## src/rtl/axis_gap_arbiter.sv

```systemverilog
// Round-robin, packet-locked AXIS arbiter. After each packet it holds the link
// idle for a programmable number of cycles before it issues the next grant.
module axis_gap_arbiter #(
    parameter int NUM_PORTS  = 4,
    parameter int DATA_WIDTH = 64,
    parameter int GAP_WIDTH  = 9
) (
    input  logic                            clk,
    input  logic                            reset_,
    input  logic [NUM_PORTS-1:0]            s_tvalid,
    input  logic [NUM_PORTS-1:0]            s_tlast,
    input  logic [NUM_PORTS*DATA_WIDTH-1:0] s_tdata,
    output logic [NUM_PORTS-1:0]            s_tready,
    output logic                            m_tvalid,
    output logic                            m_tlast,
    output logic [DATA_WIDTH-1:0]           m_tdata,
    input  logic                            m_tready,
    input  logic                            enable,
    input  logic [NUM_PORTS-1:0]            port_mask,
    input  logic [GAP_WIDTH-1:0]            gap,
    output logic [NUM_PORTS-1:0]            grant,
    output logic                            gap_active,
    output logic                            busy,
    output logic [1:0]                      state_dbg
);

    localparam int IDX_W = (NUM_PORTS > 1) ? $clog2(NUM_PORTS) : 1;

    typedef enum logic [1:0] {
        ST_IDLE = 2'd0,
        ST_XFER = 2'd1,
        ST_GAP  = 2'd2
    } state_t;

    state_t                 state;
    logic [IDX_W-1:0]       last_ptr;
    logic [GAP_WIDTH-1:0]   gap_cnt;

    logic [NUM_PORTS-1:0]   req;
    logic                   pick_valid;
    logic [IDX_W-1:0]       pick_idx;
    logic                   last_beat;

    // Search upward from the port after the last owner; first requester wins.
    always_comb begin
        int cand;
        req        = s_tvalid & port_mask;
        pick_valid = 1'b0;
        pick_idx   = '0;
        cand       = 0;
        for (int i = 1; i <= NUM_PORTS; i++) begin
            cand = int'(last_ptr) + i;
            if (cand >= NUM_PORTS) begin
                cand = cand - NUM_PORTS;
            end
            if (!pick_valid && req[IDX_W'(cand)]) begin
                pick_valid = 1'b1;
                pick_idx   = IDX_W'(cand);
            end
        end
    end

    // Handshake: a beat transfers on any cycle where valid and ready are both
    // high; valid is never withdrawn by this block, and ready is routed only
    // to the owner, so no other source can see a transfer complete.
    always_comb begin
        s_tready = grant & {NUM_PORTS{m_tready}};
        m_tvalid = |(grant & s_tvalid);
        m_tlast  = |(grant & s_tlast);
        m_tdata  = '0;
        for (int i = 0; i < NUM_PORTS; i++) begin
            if (grant[i]) begin
                m_tdata = m_tdata | s_tdata[i*DATA_WIDTH +: DATA_WIDTH];
            end
        end
    end

    assign last_beat = m_tvalid & m_tready & m_tlast;
    assign state_dbg = state;

    always_ff @(posedge clk) begin
        if (!reset_) begin
            state      <= ST_IDLE;
            grant      <= '0;
            last_ptr   <= IDX_W'(NUM_PORTS - 1);
            gap_cnt    <= '0;
            busy       <= 1'b0;
            gap_active <= 1'b0;
        end else begin
            case (state)
                ST_IDLE: begin
                    if (enable && pick_valid) begin
                        state    <= ST_XFER;
                        grant    <= {{(NUM_PORTS-1){1'b0}}, 1'b1} << pick_idx;
                        last_ptr <= pick_idx;
                        busy     <= 1'b1;
                    end
                end
                ST_XFER: begin
                    if (last_beat) begin
                        grant <= '0;
                        busy  <= 1'b0;
                        if (gap == '0) begin
                            state <= ST_IDLE;
                        end else begin
                            state      <= ST_GAP;
                            gap_cnt    <= gap;
                            gap_active <= 1'b1;
                        end
                    end
                end
                ST_GAP: begin
                    // The count was captured on the tlast beat; gap is not re-read.
                    gap_cnt <= gap_cnt - GAP_WIDTH'(1);
                    if (gap_cnt == GAP_WIDTH'(1)) begin
                        state      <= ST_IDLE;
                        gap_active <= 1'b0;
                    end
                end
                default: begin
                    state      <= ST_IDLE;
                    grant      <= '0;
                    busy       <= 1'b0;
                    gap_active <= 1'b0;
                end
            endcase
        end
    end

endmodule

```

## config.mk

```make
export PLATFORM = sky130hd
export DESIGN_NAME = axis_gap_arbiter
export DESIGN_NICKNAME = d
export VERILOG_FILES = /design/src/rtl/axis_gap_arbiter.sv
export SDC_FILE = /design/constraint.sdc
export NUM_CORES = 1
export LEC_CHECK = 0
export CORE_AREA = 5 5 136 138
export DETAILED_ROUTE_END_ITERATION = 10
export DIE_AREA = 0 0 141 143
export MAX_ROUTING_LAYER = met4
export PLACE_DENSITY = 0.55
export SKIP_LAST_GASP = 1
export SLEW_MARGIN = 20
export SYNTH_ARGS = -nofsm -noshare
export SYNTH_HDL_FRONTEND = slang
export SYNTH_SLANG_ARGS = --single-unit
```

## constraint.sdc

```tcl
create_clock -name clk -period 4.64 [get_ports clk]
set_input_delay 0.464 -clock clk [delete_from_list [all_inputs] [get_ports clk]]
set_output_delay 0.464 -clock clk [all_outputs]
set_load 0.02 [all_outputs]
```

# == Word level (Yosys, flattened, before mapping) ==
# Cells that the tools add are included.
# totals
ff_bits,19
in_bits,281
output_inout_bits,78
elab_cells,105
# op_classes
addsub,9
magnitude_cmp,8
eq_ne,7
shifts,1
muxes,46
n_bitwise,11
n_reduce_logical,17
# op_table
op,n
$mux W64,4
$or A64 B64 Y64,3
$mux W2,12
$mux W9,2
$pmux W9 S2,1
$mux W1,17
$and A4 B4 Y4,4
$lt A2 B4 Y1 const B,4
$pmux W4 S3,1
$eq A9 B1 Y1 const B,1
$ge A3 B3 Y1 const B,3
$logic_not A9 Y1,1
$reduce_and A3 Y1,3
$sub A9 B1 Y9 const B,1
$bmux W1 S2,4
$mux W4,2
$ne A2 B2 Y1 const B,4
$reduce_or A4 Y1,2
$sub A2 B1 Y2 const B,4
$add A2 B2 Y3 const B,2
$pmux W1 S3,2
$pmux W2 S3,1
$add A2 B3 Y4 const B,1
$ge A4 B3 Y1 const B,1
12 further kinds,19

# == Logic depth before layout (Yosys ltp) ==
# Gate-level depths: netlist of run 1.
# depth
depth_word,19
depth_mapped,7
mapped_depth_nobuf,6

# == Worst setup path before layout of run 1 ==
# No wires, ideal clock.
# synth_path
path_kind,register -> output
from,register grant[2]
to,output port m_tdata[24]
arrival_time_ns,1.375
required_time_ns,4.176
setup_slack_ns,2.801
path_stages_with_launch,5
n_path_buf,2
cell_sequence,dfxtp_1 clkbuf_1 buf_1 a22oi_1 nand2_1
# synth_via
elab_chain_len,3
# synth_rtl
item,line_no,text
"start, declared",21,"output logic [NUM_PORTS-1:0] grant,"
"start signal, assigned",94,"grant <= {{(NUM_PORTS-1){1'b0}}, 1'b1} << pick_idx;"
$mux W64 (*),72,if (grant[i]) begin
$or A64 B64 Y64,73,m_tdata = m_tdata | s_tdata[i*DATA_WIDTH +: DATA_WIDTH];
$mux W64 (*),72,
"end, declared",16,"output logic [DATA_WIDTH-1:0] m_tdata,"
# Every way passes the cells marked *; elsewhere a longest branch is shown, timed or not.

# == Worst setup path after layout of run 1 ==
# layout_path
from,register grant[2]
to,output port m_tdata[49]
# Same word-level chain as after synthesis.

==> results of run 1 <==
[cells by family after synthesis]
family	after synthesis	share of synthesized area, %
compound gates	184	55.5
simple gates	119	22.0
buf+inv	37	5.75
flops	19	15.7
fa+ha+maj	2	1.04
[stage by stage]
| stage | instances | instance area [um^2] |
|---|---|---|
| 6_report | 927 | 6300 |
| 5_1_grt | 927 | 6300 |
| 4_1_cts | 922 | 6290 |
| 3_5_place_dp | 918 | 6210 |
| 3_3_place_gp | 918 | 6210 |
| 2_1_floorplan | 361 | 2420 |
[state kept, by name, indices dropped and copies added, names as in the netlist]
register / cells
state_dbg: 2
busy: 1
grant: 4
gap_cnt: 9
gap_active: 1
last_ptr: 2
[cell usage after synthesis (3+ instances only)]
| library cell | count | area, um^2 |
|---|---|---|
| a22oi_1 | 137 | 1030 |
| nand2_1 | 74 | 278 |
| nand2b_1 | 3 | 18.8 |
| o21ai_0 | 3 | 15.0 |
| and2_1 | 4 | 25.0 |
| buf_1 | 7 | 26.3 |
| dfxtp_1 | 19 | 380 |
| nor3_1 | 6 | 30.0 |
| and3_1 | 3 | 18.8 |
| nor4_1 | 3 | 18.8 |
| inv_1 | 5 | 18.8 |
| nor2_1 | 9 | 33.8 |
| clkbuf_1 | 24 | 90.1 |
| o211ai_1 | 8 | 60.1 |
| nand3_1 | 7 | 35.0 |
| o21ai_1 | 7 | 35.0 |
| a21oi_1 | 14 | 70.1 |
[worst min-delay path, cell delays in order (launching register included)]
cell     delay (ns)
dfxtp_1        0.32
nand3_1        0.07
o21ai_1        0.05
[final timing paths]
| check | start | slack (ns) | cells past startpoint | endpoint |
|---|---|---|---|---|
| worst max register to register | grant[3] | 1.96 | 5 | gap_cnt[6] |
| worst min register to register | gap_cnt[3] | 0.48 | 2 | gap_cnt[3] |
| worst max-delay path | grant[2] | 1.61 | 4 | m_tdata[49] |
| worst min-delay path | gap_cnt[3] | 0.48 | 2 | gap_cnt[3] |
[routing by layer]
layer / vias to the layer above / routed length (um)
met1: 2037 / 7730
met4: 0 / 204
li1: 2110 / -
met5: - / 0
met2: 250 / 9820
met3: 12 / 2150
[power groups by stage]
stage,Combinational (mW),Sequential [mW],Clock (mW)
2_1_floorplan,0.290,0.207,0
3_3_place_gp,0.728,0.230,0
3_5_place_dp,0.731,0.232,0
4_1_cts,0.735,0.229,0.185
5_1_grt,0.782,0.234,0.195
6_report,0.730,0.229,0.185
[cells in the final DEF (no fill, tap or decap), types with 6 or more instances in the layout]
cell type	n
o21ai_1	7
o211ai_1	8
nor3_1	6
clkdlybuf4s50_1	358
nand3_1	7
a22oi_1	137
dfxtp_1	15
nor2_1	9
a21oi_1	14
nand2_1	74
[final cells by class]
type	instances	area [um^2]
Inverter	6	22.5
Antenna cell	5	12.5
Sequential cell	19	385
Clock buffer	3	75.1
Fill cell	1761	10800
Tap cell	225	282
Clock inverter	1	5.00
Timing Repair Buffer	363	3620
Multi-Input combinational cell	305	1900
==> out/qor.csv, run 1 <==
stage,metric,value,unit
global_route,vias in the first global route,4426,
sta,final hold violations,0,
clock_tree,cts bufs inserted,3,
layout,Layout area overhead,161,%
sta,fin crit period,3.03,ns
worst_setup_path,CP required,4.18,ns
worst_setup_path,CP max stage cell,dfxtp_2,
global_route,pin count of the biggest net entering global routing,48,
die,Die X,141,um
routing,aggregate routed wire length,19900,um
routing,antenna violation net count after detailed routing,0,
worst_setup_path,Crit path max-delay family,buffers and inverters,
status,status,completed,
routing,drt wl/cell,21.5,um
synthesis,Netlist cell types,39,
clock_tree,CTS root buffer,clkbuf_16,
global_route,GR Layer Usage met3,6.87,%
sta,fin worst setup slack,1.61,ns
placed_design,port bufs,358,
min_path,worst hold path type,reg2reg,
sta,fin. max-slew vios,0,
layout,final core occ,36.9,%
global_route,global-route wire length before repair,27900,um
pwr,Sw Share,37.2,%
worst_setup_path,"slowest stage delay, CP",0.90,ns
layout,share of cells above drive strength 1,2.58,%
sta,fmax,330,MHz
clock_tree,CTS-repair resized insts,0,
clock_tree,CTS Sinks,19,
pwr,Lkg Pwr,2.37,nW
clock_tree,hold_buf cts,0,
worst_setup_path,CP Capture Type,output pin,
pwr,Pwr Total,1.14,mW
worst_setup_path,CP Class,reg2out,
pwr,part of the power in the clock network,16.2,%
pwr,Logic pwr share,63.8,%
clock_tree,H-tree depth,1,
sta,hold slack,0.485,ns
die,Initial Utilization,14.2,%
placed_design,gpl congestion,0.959,
pwr,Power per Cell Area,182,nW/um^2
global_route,grt ovf,0,
routing,1st-pass router iterations,5,
synthesis,"Seq/Total Area, Yosys",15.7,%
routing,Detailed Route Iter0 Violations,235,
routing,Via density,4.76,
pwr,P_int,0.718,mW
die,row count,48,
synthesis,Synth Area per Inst,6.70,um^2
global_route,GRT Util Overall,18.4,%
global_route,global routing's busiest layer,met2,
synthesis,Post-Synthesis Net Count,644,
die,io pins,359,
worst_setup_path,"Max FO, Critical Path",41,
die,Die Y,143,um
placed_design,pre-CTS setup slack,1.88,ns
synthesis,Synth async-reset ratio,0,%
routing,vias post-DR,4409,
clock_tree,Worst-path clk slew,0.06,ns
layout,nets,981,
worst_setup_path,Startpoint Class,register,
die,CORE AREA,17100,um^2
sta,skew final,0.00103,ns
pwr,Reg power frac,20.0,%
synthesis,YS warnings,0,
global_route,met2 Usage GRT,31.3,%
worst_setup_path,CP Buf/Inv Count,2,
synthesis,Seq cells post-synth,19,
worst_setup_path,crit path DAT,2.57,ns
synthesis,Synth Instances,361,
clock_tree,CTS tree,yes,
global_route,met1 Resource Use GR,21.4,%
job,max-cap viol count,0,
sta,TNS Setup,0,ns
synthesis,Post-synth EDFFs,0,
synthesis,ys flop type,dfxtp_1,
clock_tree,# Post-CTS Setup Buffers,0,
sta,Tcrit/Tclk final,65.4,%
sta,RSZ-0062 raised after global routing,false,
sta,Final Setup Violations,0,
placed_design,dpl hpwl,16700,um
sta,Worst slew margin,33.1,%
routing,drt drc,0,
clock_tree,worst skew pair latency,0.25,ns
die,Die ar.,20200,um^2
synthesis,synthesized area,2420,um^2
global_route,initial antenna violation count,5,
worst_setup_path,critical-path cell list,buf_4 -> a22oi_1 -> nand2_1 -> clkdlybuf4s50_1,
pwr,sw power,0.426,mW
pwr,VDD IR max,158,uV
clock_tree,Max Buffers Root-to-Sink,2,
sta,worst slew pin tran,1.00,ns
No activity file was read; power rests on OpenSTA's default activity.
==> inputs of run 2 (changes only) <==
Settings changed: CORE_AREA 5 5 136 138 to 5 5 137 139, DIE_AREA 0 0 141 143 to 0 0 142 144, PLACE_DENSITY 0.55 to 0.54.
Clock period 4.64 ns to 2.9 ns, I/O delays scaled along.
==> run 2 against run 1 <==
  * Wire length down 4.7%
  * Setup slack worse by 1.1 ns
  * Global-route usage down 1.9 points
  * Die area up 1.4%
  * Worst hold slack better by 0.018 ns
  * Core utilization down 0.70 points
  * Count of clock-buffer cells in the layout up 1
  * First-iteration DRC count down 24%
  * Design area up 0.85%
  * Combinational power up 63%
  * Critical endpoint is now m_tdata[45]
  * Largest power group unchanged
==> out/qor.csv, run 2 (synthesized netlist as in run 1, its figures left out) <==
stage,metric,value,unit
die,io pins,359,
clock_tree,cts bufs inserted,3,
routing,vias post-DR,4367,
clock_tree,Worst-path clk slew,0.05,ns
die,Die ar.,20400,um^2
placed_design,dpl hpwl,15500,um
clock_tree,H-tree depth,1,
layout,"Design Area, Final",6350,um^2
routing,antenna violation net count after detailed routing,0,
clock_tree,Max Buffers Root-to-Sink,2,
die,Initial Utilization,13.8,%
global_route,global-route wire length before repair,25900,um
sta,Tcrit/Tclk final,83.6,%
worst_setup_path,crit path DAT,2.13,ns
placed_design,port bufs,358,
routing,aggregate routed wire length,19000,um
worst_setup_path,"slowest stage delay, CP",0.66,ns
pwr,sw power,0.662,mW
sta,Worst slew margin,64.1,%
worst_setup_path,"Max FO, Critical Path",46,
global_route,grt ovf,0,
global_route,GRT Util Overall,16.6,%
pwr,P_int,1.16,mW
worst_setup_path,CP Capture Type,output pin,
layout,most flop-heavy register,gap_cnt,
routing,drt drc,0,
sta,fmax,412,MHz
placed_design,pre-CTS setup slack,0.556,ns
worst_setup_path,Reg-to-Reg Start,grant[3],
worst_setup_path,CP Launch Point,grant[2],
sta,RSZ-0062 raised after global routing,false,
die,row count,49,
worst_setup_path,CP max stage cell,dfxtp_2,
global_route,initial antenna violation count,7,
worst_setup_path,CP Class,reg2out,
layout,share of cells above drive strength 1,2.30,%
sta,worst slew pin tran,0.538,ns
layout,leading registers by flop count,"gap_cnt: 9 flops, grant: 4 flops",
layout,nets,980,
die,Die X,142,um
sta,fin crit period,2.42,ns
routing,Detailed Route Iter0 Violations,178,
clock_tree,# Post-CTS Setup Buffers,0,
die,CORE AREA,17500,um^2
pwr,part of the power in the clock network,15.4,%
sta,hold slack,0.503,ns
pwr,Reg power frac,18.9,%
sta,final hold violations,0,
pwr,Logic pwr share,65.7,%
routing,Via density,4.68,
clock_tree,CTS-repair resized insts,0,
die,Die Y,144,um
placed_design,gpl congestion,0.892,
min_path,min-delay src,gap_cnt[3],
routing,1st-pass router iterations,5,
sta,fin. max-slew vios,0,
layout,max FFs per register,9,
layout,Layout area overhead,163,%
clock_tree,CTS tree,yes,
layout,Fill cells,1821,
placed_design,placed inst area,6260,um^2
clock_tree,hold_buf cts,0,
status,status,completed,
sta,skew final,0.00230,ns
global_route,vias in the first global route,4278,
worst_setup_path,critical-path cell list,buf_12 -> a22oi_1 -> nand2_1 -> clkdlybuf4s50_1,
worst_setup_path,Startpoint Class,register,
pwr,VDD IR max,202,uV
clock_tree,CTS root buffer,clkbuf_16,
job,max-cap viol count,0,
sta,fin worst setup slack,0.475,ns
clock_tree,worst skew pair latency,0.25,ns
layout,final core occ,36.2,%
routing,drt wl/cell,20.3,um
sta,Final Setup Violations,0,
worst_setup_path,CP required,2.61,ns
sta,TNS Setup,0,ns
layout,"most common cell after layout, fill and taps aside",clkdlybuf4s50_1,
pwr,Lkg Pwr,2.37,nW
layout,most frequent cells in the layout,"358 x clkdlybuf4s50_1, 137 x a22oi_1, 74 x nand2_1",
pwr,Sw Share,36.4,%
worst_setup_path,Crit path max-delay family,buffers and inverters,
min_path,worst hold path type,reg2reg,
clock_tree,CTS Sinks,19,
worst_setup_path,CP Buf/Inv Count,2,
pwr,Power per Cell Area,286,nW/um^2
global_route,pin count of the biggest net entering global routing,53,
-- run 2: power groups by stage --
stage	sequential, mW	clock (mW)	combinational, mW
floorplan	0.331	0	0.464
global placement	0.350	0	1.20
detailed placement	0.349	0	1.20
CTS	0.345	0.288	1.20
global route	0.351	0.300	1.27
finish	0.344	0.280	1.19
-- run 2: path summary, 6_finish.rpt --
kind | end | slack, ns | cells past startpoint
worst max-delay path | m_tdata[45] | 0.48 | 4
worst max register to register | gap_cnt[3] | 0.62 | 5
worst min-delay path | gap_cnt[3] | 0.50 | 2
worst min register to register | gap_cnt[3] | 0.50 | 2
-- run 2: tightest hold or removal path: stages, from the launching register on --
cell and delay (ns):
dfxtp_1 0.31, nand3_1 0.07, o21ai_1 0.07
-- run 2: final cells by class --
class | count | area [um^2] | area share, %
Antenna cell | 8 | 20.0 | 0.315
Sequential cell | 19 | 385 | 6.06
Timing Repair Buffer | 362 | 3660 | 57.6
Clock buffer | 4 | 78.8 | 1.24
Tap cell | 229 | 287 | 4.51
Inverter | 6 | 22.5 | 0.354
Multi-Input combinational cell | 305 | 1900 | 29.9
-- run 2: through the flow --
step | instances | power, mW
after global placement | 921 | 1.55
after CTS | 925 | 1.84
after detailed placement | 921 | 1.55
final | 933 | 1.82
after global routing | 932 | 1.93
after floorplan | 361 | 0.795
-- run 2: metal layers --
metal,global-route usage (%),share of wire [%]
met3,5.42,10
met4,2.47,1.1
met5,-,0
met2,28.1,50
met1,19.6,39
==> inputs of run 3 (changes only) <==
Clock period 2.9 ns to 2.5 ns, I/O delays scaled along.
==> run 3 against run 2 <==
  * Register-to-register slack worse by 0.12 ns
  * Core utilization rose by 0.12 points
  * Global-route usage grew 0.24 points
  * Flip-flop and latch count did not move
  * Cell count is 0.64% higher
  * Setup slack got worse by 0.29 ns
  * Design area up 0.33%
  * Non-clock buffer count is 6 higher
==> out/qor.csv, run 3 (synthesized netlist as in run 1, its figures left out) <==
stage,metric,value,unit
die,Die X,142,um
routing,Detailed Route Iter0 Violations,216,
placed_design,port bufs,358,
worst_setup_path,Startpoint Class,register,
die,row count,49,
worst_setup_path,"Max FO, Critical Path",44,
worst_setup_path,CP required,2.25,ns
min_path,worst hold path type,reg2reg,
sta,worst slew pin tran,0.569,ns
global_route,pin count of the biggest net entering global routing,51,
routing,aggregate routed wire length,19000,um
layout,nets,986,
layout,max FFs per register,9,
worst_setup_path,crit path DAT,2.07,ns
layout,"most common cell after layout, fill and taps aside",clkdlybuf4s50_1,
sta,Worst slew margin,62.0,%
clock_tree,CTS root buffer,clkbuf_16,
global_route,grt ovf,0,
die,Die ar.,20400,um^2
layout,most flop-heavy register,gap_cnt,
worst_setup_path,CP max stage cell,clkdlybuf4s50_1,
pwr,Power per Cell Area,333,nW/um^2
routing,Met2 Wirelength,9400,um
placed_design,pre-CTS setup slack,0.227,ns
routing,Via density,4.75,
placed_design,placed cells,927,
clock_tree,CTS tree,yes,
clock_tree,hold_buf cts,0,
pwr,VDD IR max,244,uV
clock_tree,cts bufs inserted,3,
clock_tree,Worst-path clk slew,0.06,ns
routing,Top Layer Used,met4,
worst_setup_path,CP Buf/Inv Count,2,
sta,final hold violations,0,
clock_tree,# Post-CTS Setup Buffers,0,
routing,vias post-DR,4463,
sta,Final Setup Violations,0,
die,io pins,359,
sta,skew final,0.00331,ns
pwr,Lkg Pwr,2.40,nW
status,status,completed,
die,CORE AREA,17500,um^2
die,Die Y,144,um
global_route,vias in the first global route,4523,
global_route,GRT Util Overall,16.8,%
clock_tree,CTS Sinks,19,
worst_setup_path,CP Capture Type,output pin,
clock_tree,CTS-repair resized insts,0,
layout,fin cells,939,
sta,fin. max-slew vios,0,
routing,1st-pass router iterations,4,
layout,most frequent cells in the layout,"358 x clkdlybuf4s50_1, 137 x a22oi_1, 74 x nand2_1",
routing,drt drc,0,
layout,leading registers by flop count,"gap_cnt: 9 flops, grant: 4 flops",
sta,Tcrit/Tclk final,92.6,%
clock_tree,worst skew pair latency,0.25,ns
worst_setup_path,Crit path max-delay family,buffers and inverters,
layout,"Design Area, Final",6380,um^2
job,max-cap viol count,0,
clock_tree,Max Buffers Root-to-Sink,2,
placed_design,placed inst area,6280,um^2
routing,Post-Route M1 WL,7500,um
global_route,initial antenna violation count,8,
sta,fin worst setup slack,0.184,ns
placed_design,gpl congestion,0.907,
worst_setup_path,Worst R2R Setup Slack,0.50,ns
routing,antenna violation net count after detailed routing,0,
routing,WL met3,1790,um
layout,share of cells above drive strength 1,3.28,%
routing,drt wl/cell,20.3,um
worst_setup_path,"slowest stage delay, CP",0.61,ns
sta,fmax,432,MHz
clock_tree,H-tree depth,1,
placed_design,dpl hpwl,15600,um
worst_setup_path,CP Class,reg2out,
layout,final core occ,36.4,%
sta,TNS Setup,0,ns
global_route,global-route wire length before repair,26500,um
die,Initial Utilization,13.8,%
worst_setup_path,critical-path cell list,buf_4 -> a22oi_1 -> nand2_1 -> clkdlybuf4s50_1,
sta,RSZ-0062 raised after global routing,false,
layout,Layout area overhead,164,%
sta,fin crit period,2.32,ns
run 3: report_power, final:
group	switching, mW	leakage (nW)	total [mW]	internal, mW
clock	0.116	0.0409	0.330	0.214
sequential	0.0386	0.157	0.378	0.339
combinational	0.623	2.20	1.41	0.791
run 3: layer usage:
layer  up-vias  track usage (%)
met5         -                -
met4         0             3.18
met3        20             5.49
met2       228             28.3
met1      2087             19.8
li1       2128                -
run 3: through the flow:
step           total power [mW]  hold WS (ns)
6_report                   2.12         0.486
5_1_grt                    2.24         0.508
3_3_place_gp               1.79         0.469
2_1_floorplan             0.922         0.395
3_5_place_dp               1.79         0.471
4_1_cts                    2.13         0.483
run 3: cell type report:
| class | count | area (um^2) |
|---|---|---|
| flip-flops and latches | 19 | 385 |
| clock inverters | 1 | 5.00 |
| inverters | 6 | 22.5 |
| clock buffers | 3 | 75.1 |
| repair buffers | 368 | 3680 |
| diodes | 8 | 20.0 |
| multi-input cells | 305 | 1900 |
| fillers | 1822 | 11200 |
| well taps | 229 | 287 |
run 3: tightest hold or removal path, cell delays in order, from the launching register on:
cell and delay, ns:
dfxtp_1 0.32, nand3_1 0.07, o21ai_1 0.05
run 3: final timing paths:
kind                 from     endpoint  cells past startpoint
max reg2reg  state_dbg[0]   gap_cnt[6]                      5
min reg2reg    gap_cnt[3]   gap_cnt[3]                      2
min            gap_cnt[3]   gap_cnt[3]                      2
max              grant[2]  m_tdata[45]                      4
